File: config.mk
export PLATFORM = sky130hd
export DESIGN_NAME = neo_lb_ctrl
export DESIGN_NICKNAME = d
export VERILOG_FILES = /design/src/rtl/neo_lb_pkg.sv /design/src/rtl/neo_lb_ctrl_disp.sv /design/src/rtl/neo_lb_ctrl.sv
export SDC_FILE = /design/constraint.sdc
export NUM_CORES = 1
export LEC_CHECK = 0
export ABC_AREA = 1
export BUFFER_PORTS_ARGS = -buffer_cell sky130_fd_sc_hd__buf_2
export CAP_MARGIN = 20
export CORE_AREA = 4 4 73 75
export DETAILED_ROUTE_END_ITERATION = 6
export DIE_AREA = 0 0 77 79
export MAX_ROUTING_LAYER = met4
export PLACE_DENSITY = 0.77
export RECOVER_POWER = 50
export SYNTH_ARGS = -nofsm -noshare
export SYNTH_HDL_FRONTEND = slang
export SYNTH_SLANG_ARGS = --single-unit
File: constraint.sdc
create_clock -name CLK -period 4.25 [get_ports CLK]
set_input_delay 0.425 -clock CLK [delete_from_list [all_inputs] [get_ports CLK]]
set_output_delay 0.425 -clock CLK [all_outputs]
set_load 0.02 [all_outputs]
File: src/rtl/neo_lb_pkg.sv
// neo_lb_pkg -- shared definitions for the sprite line-buffer control sequencer.
//   lb_state_e      render FSM state encoding
//   SPR_W_DEF/VIS_W default sprite width / visible line width (pixels)
//   PB_*_LSB        PBUS_OUT field offsets: {PAL[7:0], R addr[7:0], L addr[7:0]}
//   pbus_pack()     assembles a PBUS word from its three fields
package neo_lb_pkg;

  typedef enum logic [2:0] {
    ST_IDLE  = 3'd0,
    ST_LINIT = 3'd1,
    ST_LOAD  = 3'd2,
    ST_WA    = 3'd3,
    ST_WB    = 3'd4
  } lb_state_e;

  localparam int SPR_W_DEF  = 16;
  localparam int VIS_W_DEF  = 320;

  localparam int PB_L_LSB   = 0;
  localparam int PB_R_LSB   = 8;
  localparam int PB_PAL_LSB = 16;
  localparam int PB_W       = 24;

  function automatic logic [PB_W-1:0] pbus_pack(input logic [7:0] pal,
                                                input logic [7:0] r_addr,
                                                input logic [7:0] l_addr);
    logic [PB_W-1:0] w;
    w = '0;
    w[PB_PAL_LSB +: 8] = pal;
    w[PB_R_LSB   +: 8] = r_addr;
    w[PB_L_LSB   +: 8] = l_addr;
    return w;
  endfunction

endpackage

File: src/rtl/neo_lb_ctrl_disp.sv
// neo_lb_ctrl_disp -- display-side (front pair) strobe generator.
// The front pair is read out by the palette stage; its address counters
// advance once per pixel pair, i.e. on every second PIX_EN tick of the
// visible region, and its clear-after-read enables follow DISP_ACTIVE.
// Ports:
//   i_clk, i_rst_n       clock, asynchronous active-low reset
//   i_pix_en             one-clock pixel tick
//   i_disp               DISP_ACTIVE
//   i_tms0               flip; 0 = pair 1 is front
//   o_ck_p1, o_ck_p2     front-pair counter clock, pair 1 / pair 2
//   o_ss1, o_ss2         clear-after-read enables, pair 1 / pair 2
module neo_lb_ctrl_disp (
  input  logic i_clk,
  input  logic i_rst_n,
  input  logic i_pix_en,
  input  logic i_disp,
  input  logic i_tms0,
  output logic o_ck_p1,
  output logic o_ck_p2,
  output logic o_ss1,
  output logic o_ss2
);

  logic r_ph;   // pixel phase within a pair; clocks on the odd (second) tick
  logic w_ck;

  // Phase restarts whenever the visible region ends so every line's first
  // counter clock lands on its second visible pixel.
  always_ff @(posedge i_clk or negedge i_rst_n) begin
    if (!i_rst_n)      r_ph <= 1'b0;
    else if (!i_disp)  r_ph <= 1'b0;
    else if (i_pix_en) r_ph <= ~r_ph;
  end

  assign w_ck    = i_pix_en & i_disp & r_ph;
  assign o_ck_p1 = w_ck & ~i_tms0;
  assign o_ck_p2 = w_ck &  i_tms0;
  assign o_ss1   = i_disp & ~i_tms0;
  assign o_ss2   = i_disp &  i_tms0;

endmodule

File: src/rtl/neo_lb_ctrl.sv
// neo_lb_ctrl -- sprite line-buffer control sequencer (writer side).
// Renders one sprite job at a time into the back line-buffer pair while the
// front pair is read out and cleared; LINE_START flips the pairs.
// Optional build macro: NEO_LB_CLIP_EN -- when defined, writes for pixels at
// X >= VIS_W are suppressed (counter clocks still run).
// Ports:
//   CLK, nRST              clock, asynchronous active-low reset
//   PIX_EN                 one-clock pixel tick
//   LINE_START             line-start pulse, qualified by PIX_EN
//   DISP_ACTIVE            visible part of the line
//   JOB_VALID/JOB_READY    job handshake; JOB_X sprite left X, JOB_PAL palette
//   GAD, GBD               current pixel pair (0 = transparent)
//   PBUS_OUT/PBUS_OE       {PAL, R addr, L addr} and its drive enable
//   PXSWAP                 JOB_X[0] of the active job
//   LD1/LD2                address-load strobes, pair 1 / pair 2
//   CK1..CK4, WE1..WE4     counter clocks / write strobes for BL, BR, TL, TR
//   SS1/SS2                clear-after-read enables
//   TMS0                   flip; 0 = pair 1 displayed, pair 2 rendered
//   PCK2                   sprite palette latch pulse
//   LATE_CNT               saturating count of aborted jobs
module neo_lb_ctrl
  import neo_lb_pkg::*;
#(
  parameter int SPR_W = SPR_W_DEF,
  parameter int VIS_W = VIS_W_DEF
) (
  input  logic             CLK,
  input  logic             nRST,
  input  logic             PIX_EN,
  input  logic             LINE_START,
  input  logic             DISP_ACTIVE,
  input  logic             JOB_VALID,
  output logic             JOB_READY,
  input  logic [8:0]       JOB_X,
  input  logic [7:0]       JOB_PAL,
  input  logic [3:0]       GAD,
  input  logic [3:0]       GBD,
  output logic [PB_W-1:0]  PBUS_OUT,
  output logic             PBUS_OE,
  output logic             PXSWAP,
  output logic             LD1,
  output logic             LD2,
  output logic             CK1,
  output logic             CK2,
  output logic             CK3,
  output logic             CK4,
  output logic             WE1,
  output logic             WE2,
  output logic             WE3,
  output logic             WE4,
  output logic             SS1,
  output logic             SS2,
  output logic             TMS0,
  output logic             PCK2,
  output logic [7:0]       LATE_CNT
);

  localparam int NPAIR = SPR_W / 2;
  localparam int CW    = (NPAIR > 1) ? $clog2(NPAIR) : 1;

  if (SPR_W < 2 || (SPR_W % 2) != 0 || VIS_W < 1 || VIS_W > 1023) begin : g_bad_cfg
    $error("neo_lb_ctrl: SPR_W must be even and >= 2, VIS_W in 1..1023");
  end

  lb_state_e        r_state;
  logic             r_ready;
  logic             r_oe;
  logic [PB_W-1:0]  r_pbus;
  logic             r_pxswap;
  logic             r_tms0;
  logic [7:0]       r_late;
  logic [CW-1:0]    r_cnt;

  logic       w_ls;
  logic       w_hs;
  logic [9:0] w_x1;
  logic       w_load_t, w_linit_t, w_wa_t, w_wb_t;
  logic       w_we_l, w_we_r;
  logic       w_clip_l, w_clip_r;
  logic       w_fck1, w_fck2;

  // LINE_START only counts on a pixel tick and overrides everything else.
  assign w_ls = LINE_START & PIX_EN;
  // r_ready is only ever high in IDLE; a handshake coinciding with a line
  // start is refused.
  assign w_hs = JOB_VALID & r_ready & ~w_ls;
  // X+1 kept 10 bits wide so X=511 yields L address 0 in the low byte.
  assign w_x1 = {1'b0, JOB_X} + 10'd1;

  // Strobes are decoded from the registered state and qualified by the
  // pixel tick itself, so each is exactly one CLK and lines up with PIX_EN.
  assign w_load_t  = (r_state == ST_LOAD)  & PIX_EN & ~w_ls;
  assign w_linit_t = (r_state == ST_LINIT) & PIX_EN & ~w_ls;
  assign w_wa_t    = (r_state == ST_WA)    & PIX_EN & ~w_ls;
  assign w_wb_t    = (r_state == ST_WB)    & PIX_EN & ~w_ls;

`ifdef NEO_LB_CLIP_EN
  // Screen X of the pixel currently headed for each back-pair buffer.
  // L buffers hold even pixels, R buffers odd pixels.
  logic [10:0] r_xl, r_xr;

  always_ff @(posedge CLK or negedge nRST) begin
    if (!nRST) begin
      r_xl <= '0;
      r_xr <= '0;
    end else if (w_hs) begin
      r_xl <= {1'b0, w_x1[9:1], 1'b0};
      r_xr <= {2'b00, JOB_X[8:1], 1'b1};
    end else if (w_wb_t) begin
      r_xl <= r_xl + 11'd2;
      r_xr <= r_xr + 11'd2;
    end
  end

  assign w_clip_l = (r_xl >= 11'(VIS_W));
  assign w_clip_r = (r_xr >= 11'(VIS_W));
`else
  assign w_clip_l = 1'b0;
  assign w_clip_r = 1'b0;
`endif

  assign w_we_l = w_wa_t & (GAD != 4'd0) & ~w_clip_l;
  assign w_we_r = w_wa_t & (GBD != 4'd0) & ~w_clip_r;

  // Render FSM
  always_ff @(posedge CLK or negedge nRST) begin
    if (!nRST) begin
      r_state  <= ST_IDLE;
      r_ready  <= 1'b1;
      r_oe     <= 1'b0;
      r_pbus   <= '0;
      r_pxswap <= 1'b0;
      r_tms0   <= 1'b0;
      r_late   <= '0;
      r_cnt    <= '0;
    end else if (w_ls) begin
      r_tms0  <= ~r_tms0;
      r_state <= ST_LINIT;
      r_ready <= 1'b0;
      r_oe    <= 1'b1;
      r_pbus  <= '0;
      if ((r_state inside {ST_LOAD, ST_WA, ST_WB}) && (r_late != 8'hFF))
        r_late <= r_late + 8'd1;
    end else begin
      case (r_state)
        ST_IDLE: begin
          if (w_hs) begin
            r_pbus   <= pbus_pack(JOB_PAL, JOB_X[8:1], w_x1[8:1]);
            r_pxswap <= JOB_X[0];
            r_oe     <= 1'b1;
            r_ready  <= 1'b0;
            r_cnt    <= '0;
            r_state  <= ST_LOAD;
          end
        end
        ST_LINIT: begin
          if (PIX_EN) begin
            r_oe    <= 1'b0;
            r_ready <= 1'b1;
            r_state <= ST_IDLE;
          end
        end
        ST_LOAD: begin
          if (PIX_EN) begin
            r_oe    <= 1'b0;
            r_state <= ST_WA;
          end
        end
        ST_WA: begin
          if (PIX_EN) r_state <= ST_WB;
        end
        ST_WB: begin
          if (PIX_EN) begin
            r_cnt <= r_cnt + 1'b1;
            if (r_cnt == CW'(NPAIR - 1)) begin
              r_ready <= 1'b1;
              r_state <= ST_IDLE;
            end else begin
              r_state <= ST_WA;
            end
          end
        end
        default: begin
          r_ready <= 1'b1;
          r_oe    <= 1'b0;
          r_state <= ST_IDLE;
        end
      endcase
    end
  end

  neo_lb_ctrl_disp u_disp (
    .i_clk    (CLK),
    .i_rst_n  (nRST),
    .i_pix_en (PIX_EN),
    .i_disp   (DISP_ACTIVE),
    .i_tms0   (r_tms0),
    .o_ck_p1  (w_fck1),
    .o_ck_p2  (w_fck2),
    .o_ss1    (SS1),
    .o_ss2    (SS2)
  );

  // Back pair is pair 1 when r_tms0=1, pair 2 when r_tms0=0. LINIT loads the
  // (new) front pair, LOAD loads the back pair.
  assign LD1  = (w_load_t &  r_tms0) | (w_linit_t & ~r_tms0);
  assign LD2  = (w_load_t & ~r_tms0) | (w_linit_t &  r_tms0);
  assign PCK2 = w_load_t;

  assign WE1 = w_we_l &  r_tms0;
  assign WE2 = w_we_r &  r_tms0;
  assign WE3 = w_we_l & ~r_tms0;
  assign WE4 = w_we_r & ~r_tms0;

  // Render and display clocks never target the same pair, so OR them.
  assign CK1 = (w_wb_t &  r_tms0) | w_fck1;
  assign CK2 = (w_wb_t &  r_tms0) | w_fck1;
  assign CK3 = (w_wb_t & ~r_tms0) | w_fck2;
  assign CK4 = (w_wb_t & ~r_tms0) | w_fck2;

  assign JOB_READY = r_ready;
  assign PBUS_OUT  = r_pbus;
  assign PBUS_OE   = r_oe;
  assign PXSWAP    = r_pxswap;
  assign TMS0      = r_tms0;
  assign LATE_CNT  = r_late;

endmodule

==> results of run 1 <==
[synthesized netlist by cell type, drive strengths merged]
cell type,instances
nor2,21
nor3b,1
inv,27
nand2,122
o21ai,20
nor3,6
nand3,20
ha,4
dfrtp,42
nand4,6
or2,1
a21oi,1
nor4,3
xor2,4
nand3b,3
buf,8
dfstp,1
clkbuf,1
[state kept, by name, indices dropped and copies added, names as in the netlist]
signal	cells
PBUS_OE	1
JOB_READY	1
PBUS_OUT	24
u_disp.r_ph	1
r_cnt	3
LATE_CNT	8
r_state	3
TMS0	1
PXSWAP	1
[final timing paths]
path	from	to	slack (ps)
max reg2reg	r_state[0]	r_cnt[1]	2340
min reg2reg	JOB_READY	JOB_READY	470
max in group asynchronous	nRST	PXSWAP	2190
max	r_state[2]	LD2	2080
min in group asynchronous	nRST	r_state[2]	800
min	JOB_PAL[2]	PBUS_OUT[18]	340
[critical path, cell delays in order, from the launching register on]
cell     delay [ps]
dfrtp_1         440
inv_1           190
nand2_1         160
nor4_1          330
nand2_1          80
o21ai_0          80
buf_2           180
[cells by family (layout without fill, tap and decap cells)]
logic type               Yosys count  count (layout)  share of synthesized area
buffers and inverters             36             113                     0.0751
XOR/XNOR                           4               4                     0.0187
AND/OR/NAND/NOR                  183             183                      0.354
adder cells (fa/ha/maj)            4               4                     0.0219
AO/OA/AOI/OAI                     21              21                     0.0576
flip-flops                        43              43                      0.472
[metal layers]
metal | vias to the layer above | share of wire
met3 | 6 | 0.053
met5 | - | 0
met2 | 60 | 0.50
met4 | 0 | 0.0099
li1 | 1068 | -
met1 | 972 | 0.43
[cell type report]
cell class	instances	area, um2	area share
well taps	54	67.6	0.0246
clock buffers	6	72.6	0.0264
flip-flops and latches	43	1080	0.392
multi-input cells	212	1030	0.376
inverters	27	101	0.0369
clock inverters	1	30.0	0.0109
repair buffers	79	368	0.134
[metrics by stage]
step	worst slack (ps)	hold slack, ps
floorplan	2020	129
CTS	2060	309
global placement	2320	452
detailed placement	2250	458
finish	2080	338
global route	1700	331
[where the power goes]
| group | switching, W | total (W) | leakage (nW) | internal, W |
|---|---|---|---|---|
| logic | 0.000467 | 0.000675 | 0.902 | 0.000209 |
| clock network | 0.000130 | 0.000302 | 0.0513 | 0.000172 |
| registers | 0.000113 | 0.000654 | 0.570 | 0.000541 |
| total | 0.000709 | 0.00163 | 1.52 | 0.000922 |
==> metrics.md, run 1 <==
| Metric | Value |
|---|---|
| GRT Max-Usage Layer | met2 |
| Cell variety after synth | 29 |
| Yosys top cell area share | 0.461 |
| Antenna violations before repair | 0 |
| Synthesized instance count | 291 |
| Sequential-to-total area share from yosys stat | 0.472 |
| Clock buffer depth | 2 |
| Cell Pwr Density | slightly below 600 nW/um2 |
| Most frequent cells in the layout | 118 x nand2_1, 57 x buf_2, 42 x dfrtp_1, 24 x inv_1, 23 x clkbuf_1 |
| Maxcap violations | 1 |
| Met2 Resource Use GR | 0.311 |
| Hold/Removal Path Class | primary input to flip-flop |
| Core Area | roughly 4700 um2 |
| Worst Setup End Kind | output pin |
| Total number of vias | roughly 2,100 |
| Worst Clk Skew | 1.49 ps |
| Final TNS setup | 0 ps |
| Failing checks | max-capacitance violations, max-slew violations |
| Top-Level Pins | 80 |
| Routed WL per cell | 12.4 um |
| Detailed Place HPWL | 3920 um |
| Post-route cell area | ~2700 um2 |
| Relative slew margins | -0.489 |
| Min-Delay Path Depth | 3 |
| Final WL | 5230 um |
| Diode count | 0 |
| Post_cts resized | 0 |
| Area of the mapped netlist | 2280 um2 |
| Worst Reg-to-Reg Cells | 6 |
| Fin. Hold Viols | 0 |
| Layout cells sized above 1 | 0.228 |
| Synthesized flop and latch total | 43 |
| Post-CTS setup buffer count | 0 |
| Unrepaired setup endpoints after global routing | false |
| Most common cell after layout, fill and taps aside | nand2_1 |
| Fin crit period | ~2200 ps |
| Filler Cell Count | approximately 480 |
| Area growth syn-to-layout | 20.5% |
| Power consumption | 0.00163 W |
| Final Max Tran Viols | 44 |
| Final setup viols | 0 |
| Status | finished with violations |
| Cell Count, Final, Fillers Out | 422 |
| Dpl cells | 415 |
| Root buf cell | clkbuf_8 |
| Top post-synthesis cells by area | dfrtp_1 46%, nand2_1 19%, nand3_1 4.4% |
| Placed Area | roughly 2700 um2 |
| Period utilization | 0.511 |
| Synthesized area per cell | 7.84 um2 |
| Final core occ | 0.590 |
| Remaining DRCs | 0 |
| Port bufs | 79 |
| Crit path launch type | flip-flop |
| Worst Tran Pin Value | 2230 ps |
| Arrival @ worst endpoint | 1750 ps |
| Clock buffer count from CTS | 5 |
| Worst Path Max Fanout | 6 |
| Pleak | between 1.5 and 2 nW |
| Placer Congestion | 0.856 |
| Grt met3 use | 0.0431 |
| Crit path kind | flip-flop to output pin |
| Drt via density | 4.99 |
| CTS tree | built |
| Syn_nets | 326 |
| Die height | between 70 and 80 um |
| Largest net degree at the start of global routing | 44 |
| Number of DRC markers in iteration 0 | approximately 180 |
| Cell row count | 25 |
| Worst-path clk slew | approximately 70 ps |
| Final net count | 403 |
| Yosys top cell by area | dfrtp_1 |
| Max IR drop VDD | 0.230 mV |
| Antenna-violating nets left | 0 |
| CP required | ~3800 ps |
| GR Util All Layers | 0.186 |
| Number of global-route vias before repair | 2,050 |
| Area of the die | just over 6000 um2 |
| Starting density of the core | 0.489 |
| H-tree levels | 2 |
| Global-route wire length before repair | about 9000 um |
| # clock sinks | 43 |
| Post-CTS Hold Buffers | 0 |
| Initial DRT Pass Iterations | 4 |
| Skew-Pair Late Insertion Delay | approximately 290 ps |
| Die width | 77 um |
| Max Fclk | roughly 0.46 GHz |
| GR Layer Usage met1 | 0.224 |
| YS warnings | 0 |
| Overflow left after global routing | 0 |
Power figures use the tool's default switching activity.
==> run 2, diff against run 1 <==
ABC_AREA = 0   (was 1)
clock period = 2.25 ns   (was 4.25 ns; I/O delays follow)
==> run 2 against run 1 <==
The flow now finishes without violations. Sequential cell count unchanged. Setup slack worse by 1900 ps. Via count fell by 3.4%. Clock skew is 3.1 ps higher. First-iteration DRC count decreased by 16%. Critical path depth down 2. Power rose by 89%. Register-to-register slack worse by 1800 ps. Sequential share of layout area decreased by 0.48 points. Clock power grew 68%.
==> metrics.md, run 2 <==
| Metric | Value |
|---|---|
| Post_cts resized | 0 |
| Antenna violations before repair | 0 |
| Worst Tran Pin Value | 1060 ps |
| H-tree levels | 2 |
| Top-Level Pins | 80 |
| FFs w/ async S/R, synth | 1.00 |
| Final WL | 5090 um |
| Cell Count, Final, Fillers Out | 384 |
| Diode count | 0 |
| Detailed Place HPWL | 3700 um |
| Clock buffer count from CTS | 5 |
| Number of DRC markers in iteration 0 | 150 |
| YS warnings | 0 |
| Most frequent cells in the layout | 56 x buf_2, 51 x nand2_1, 42 x dfrtp_1, 31 x a21oi_1, 23 x clkbuf_1 |
| Cell variety after synth | 43 |
| Drt via density | 5.30 |
| Top post-synthesis cells by area | dfrtp_1 46%, nand2_1 8.4%, a21oi_1 6.8% |
| Pleak | 1.32 nW |
| Worst-path clk slew | approximately 80 ps |
| Syn_nets | 287 |
| Area of the die | 6080 um2 |
| Area growth syn-to-layout | 22.8% |
| Max FFs per register | 24 |
| Post-CTS setup buffer count | 0 |
| CP required | 2030 ps |
| Worst Path Max Fanout | 8 |
| Most common cell after layout, fill and taps aside | buf_2 |
| EDFF count, synth | 0 |
| Unrepaired setup endpoints after global routing | false |
| Synthesized instance count | 252 |
| Worst Setup End Kind | output pin |
| CTS tree | built |
| Synthesized area per cell | 8.99 um2 |
| Period utilization | 0.918 |
| # clock sinks | 43 |
| Yosys top cell area share | 0.464 |
| Crit path launch type | flip-flop |
| Sequential-to-total area share from yosys stat | 0.475 |
| Remaining DRCs | 0 |
| Commonest cells in the netlist | 51 x nand2_1, 42 x dfrtp_1, 31 x a21oi_1 |
| Top FF cell, synth | dfrtp_1 |
| Overflow left after global routing | 0 |
| Arrival @ worst endpoint | 1840 ps |
| Most common cell in the netlist | nand2_1 |
| Maxcap violations | 0 |
| Fin. Hold Viols | 0 |
| Status | finished, final reports clean |
| Final TNS setup | 0 ps |
| Final core occ | 0.597 |
| Largest net degree at the start of global routing | 44 |
| Post-CTS Hold Buffers | 0 |
| Antenna-violating nets left | 0 |
| Final net count | 364 |
| Skew-Pair Late Insertion Delay | 290 ps |
| Worst Clk Skew | 4.55 ps |
| Synthesized flop and latch total | 43 |
| Max IR drop VDD | 0.504 mV |
| Die height | between 70 and 80 um |
| Hold/Removal Path Class | primary input to asynchronous set/reset pin |
| Final setup viols | 0 |
| Max Fclk | about 0.48 GHz |
| Placer Congestion | ~0.89 |
| Yosys top cell by area | dfrtp_1 |
| Number of global-route vias before repair | 1,911 |
| Total number of vias | 2,034 |
| Port bufs | 79 |
| Global-route wire length before repair | 8600 um |
| Root buf cell | clkbuf_8 |
| Die width | between 70 and 80 um |
| Final Max Tran Viols | 0 |
| Dpl cells | 376 |
| Cell Pwr Density | 1110 nW/um2 |
| Min Hold Slack | 109 ps |
| Area of the mapped netlist | 2270 um2 |
| Crit path kind | flip-flop to output pin |
| Initial DRT Pass Iterations | 4 |
| Fin crit period | 2070 ps |
| Cell row count | 25 |
| Layout cells sized above 1 | 0.248 |
| Starting density of the core | 0.486 |
| Core Area | 4660 um2 |
| GR Util All Layers | 0.177 |
| Relative slew margins | 0.295 |
| Clock buffer depth | 2 |
| Routed WL per cell | 13.3 um |
-- run 2: layout make-up --
class                           instances  area [um2]
Clock buffer                            7        86.3
Clock inverter                          1        8.76
Timing Repair Buffer                   85         413
Sequential cell                        43        1080
Fill cell                             419        1880
Inverter                                5        18.8
Multi-Input combinational cell        189        1110
Tap cell                               54        67.6
-- run 2: logic make-up (layout without fill, tap and decap cells) --
kind of cell | count (synthesis) | count (layout) | share of synthesized area
AOI/OAI and AO/OA | 56 | 56 | 0.146
xor gates and xnor gates | 12 | 12 | 0.0464
adders and majority gates | 4 | 4 | 0.0221
buffers and inverters | 20 | 98 | 0.0375
DFF | 43 | 43 | 0.475
muxes | 8 | 8 | 0.0392
and+or+nand+nor | 109 | 109 | 0.234
-- run 2: path summary, 6_finish.rpt --
| check | start | to | slack (ps) | depth (start not counted) |
|---|---|---|---|---|
| max in group asynchronous | nRST | u_disp.r_ph | 1490 | 1 |
| min in group CLK | JOB_PAL[2] | PBUS_OUT[18] | 160 | 3 |
| worst max register to register | r_state[1] | LATE_CNT[1] | 500 | 4 |
| worst min-delay path | nRST | PBUS_OUT[17] | 110 | 1 |
| worst max-delay path | r_state[1] | CK1 | 180 | 4 |
| worst min register to register | JOB_READY | JOB_READY | 500 | 2 |
-- run 2: power breakdown --
group / switching, W / internal [W]
Sequential: 0.000215 / 0.00103
Combinational: 0.000834 / 0.000503
Clock: 0.000255 / 0.000252
-- run 2: per-stage QoR --
stage	instance area [um2]	setup slack (ps)	total power, W
6_report	2780	185	0.00309
5_1_grt	2780	58.5	0.00334
4_1_cts	2810	89.6	0.00316
3_5_place_dp	2710	420	0.00264
3_3_place_gp	2710	440	0.00259
2_1_floorplan	2270	70.0	0.00216
-- run 2: per-layer routing --
| metal | vias up | track usage | part of all wire |
|---|---|---|---|
| met5 | - | - | 0 |
| met4 | 0 | 0.0374 | 0.0045 |
| met3 | 4 | 0.0533 | 0.073 |
| met2 | 62 | 0.283 | 0.47 |
| met1 | 948 | 0.224 | 0.45 |
| li1 | 1020 | - | - |
-- run 2: worst max-delay path, cell delays in order, from the launching register on --
cell	delay, ps
dfrtp_1	380
or3b_4	430
or3_4	380
mux2i_1	170
buf_2	190
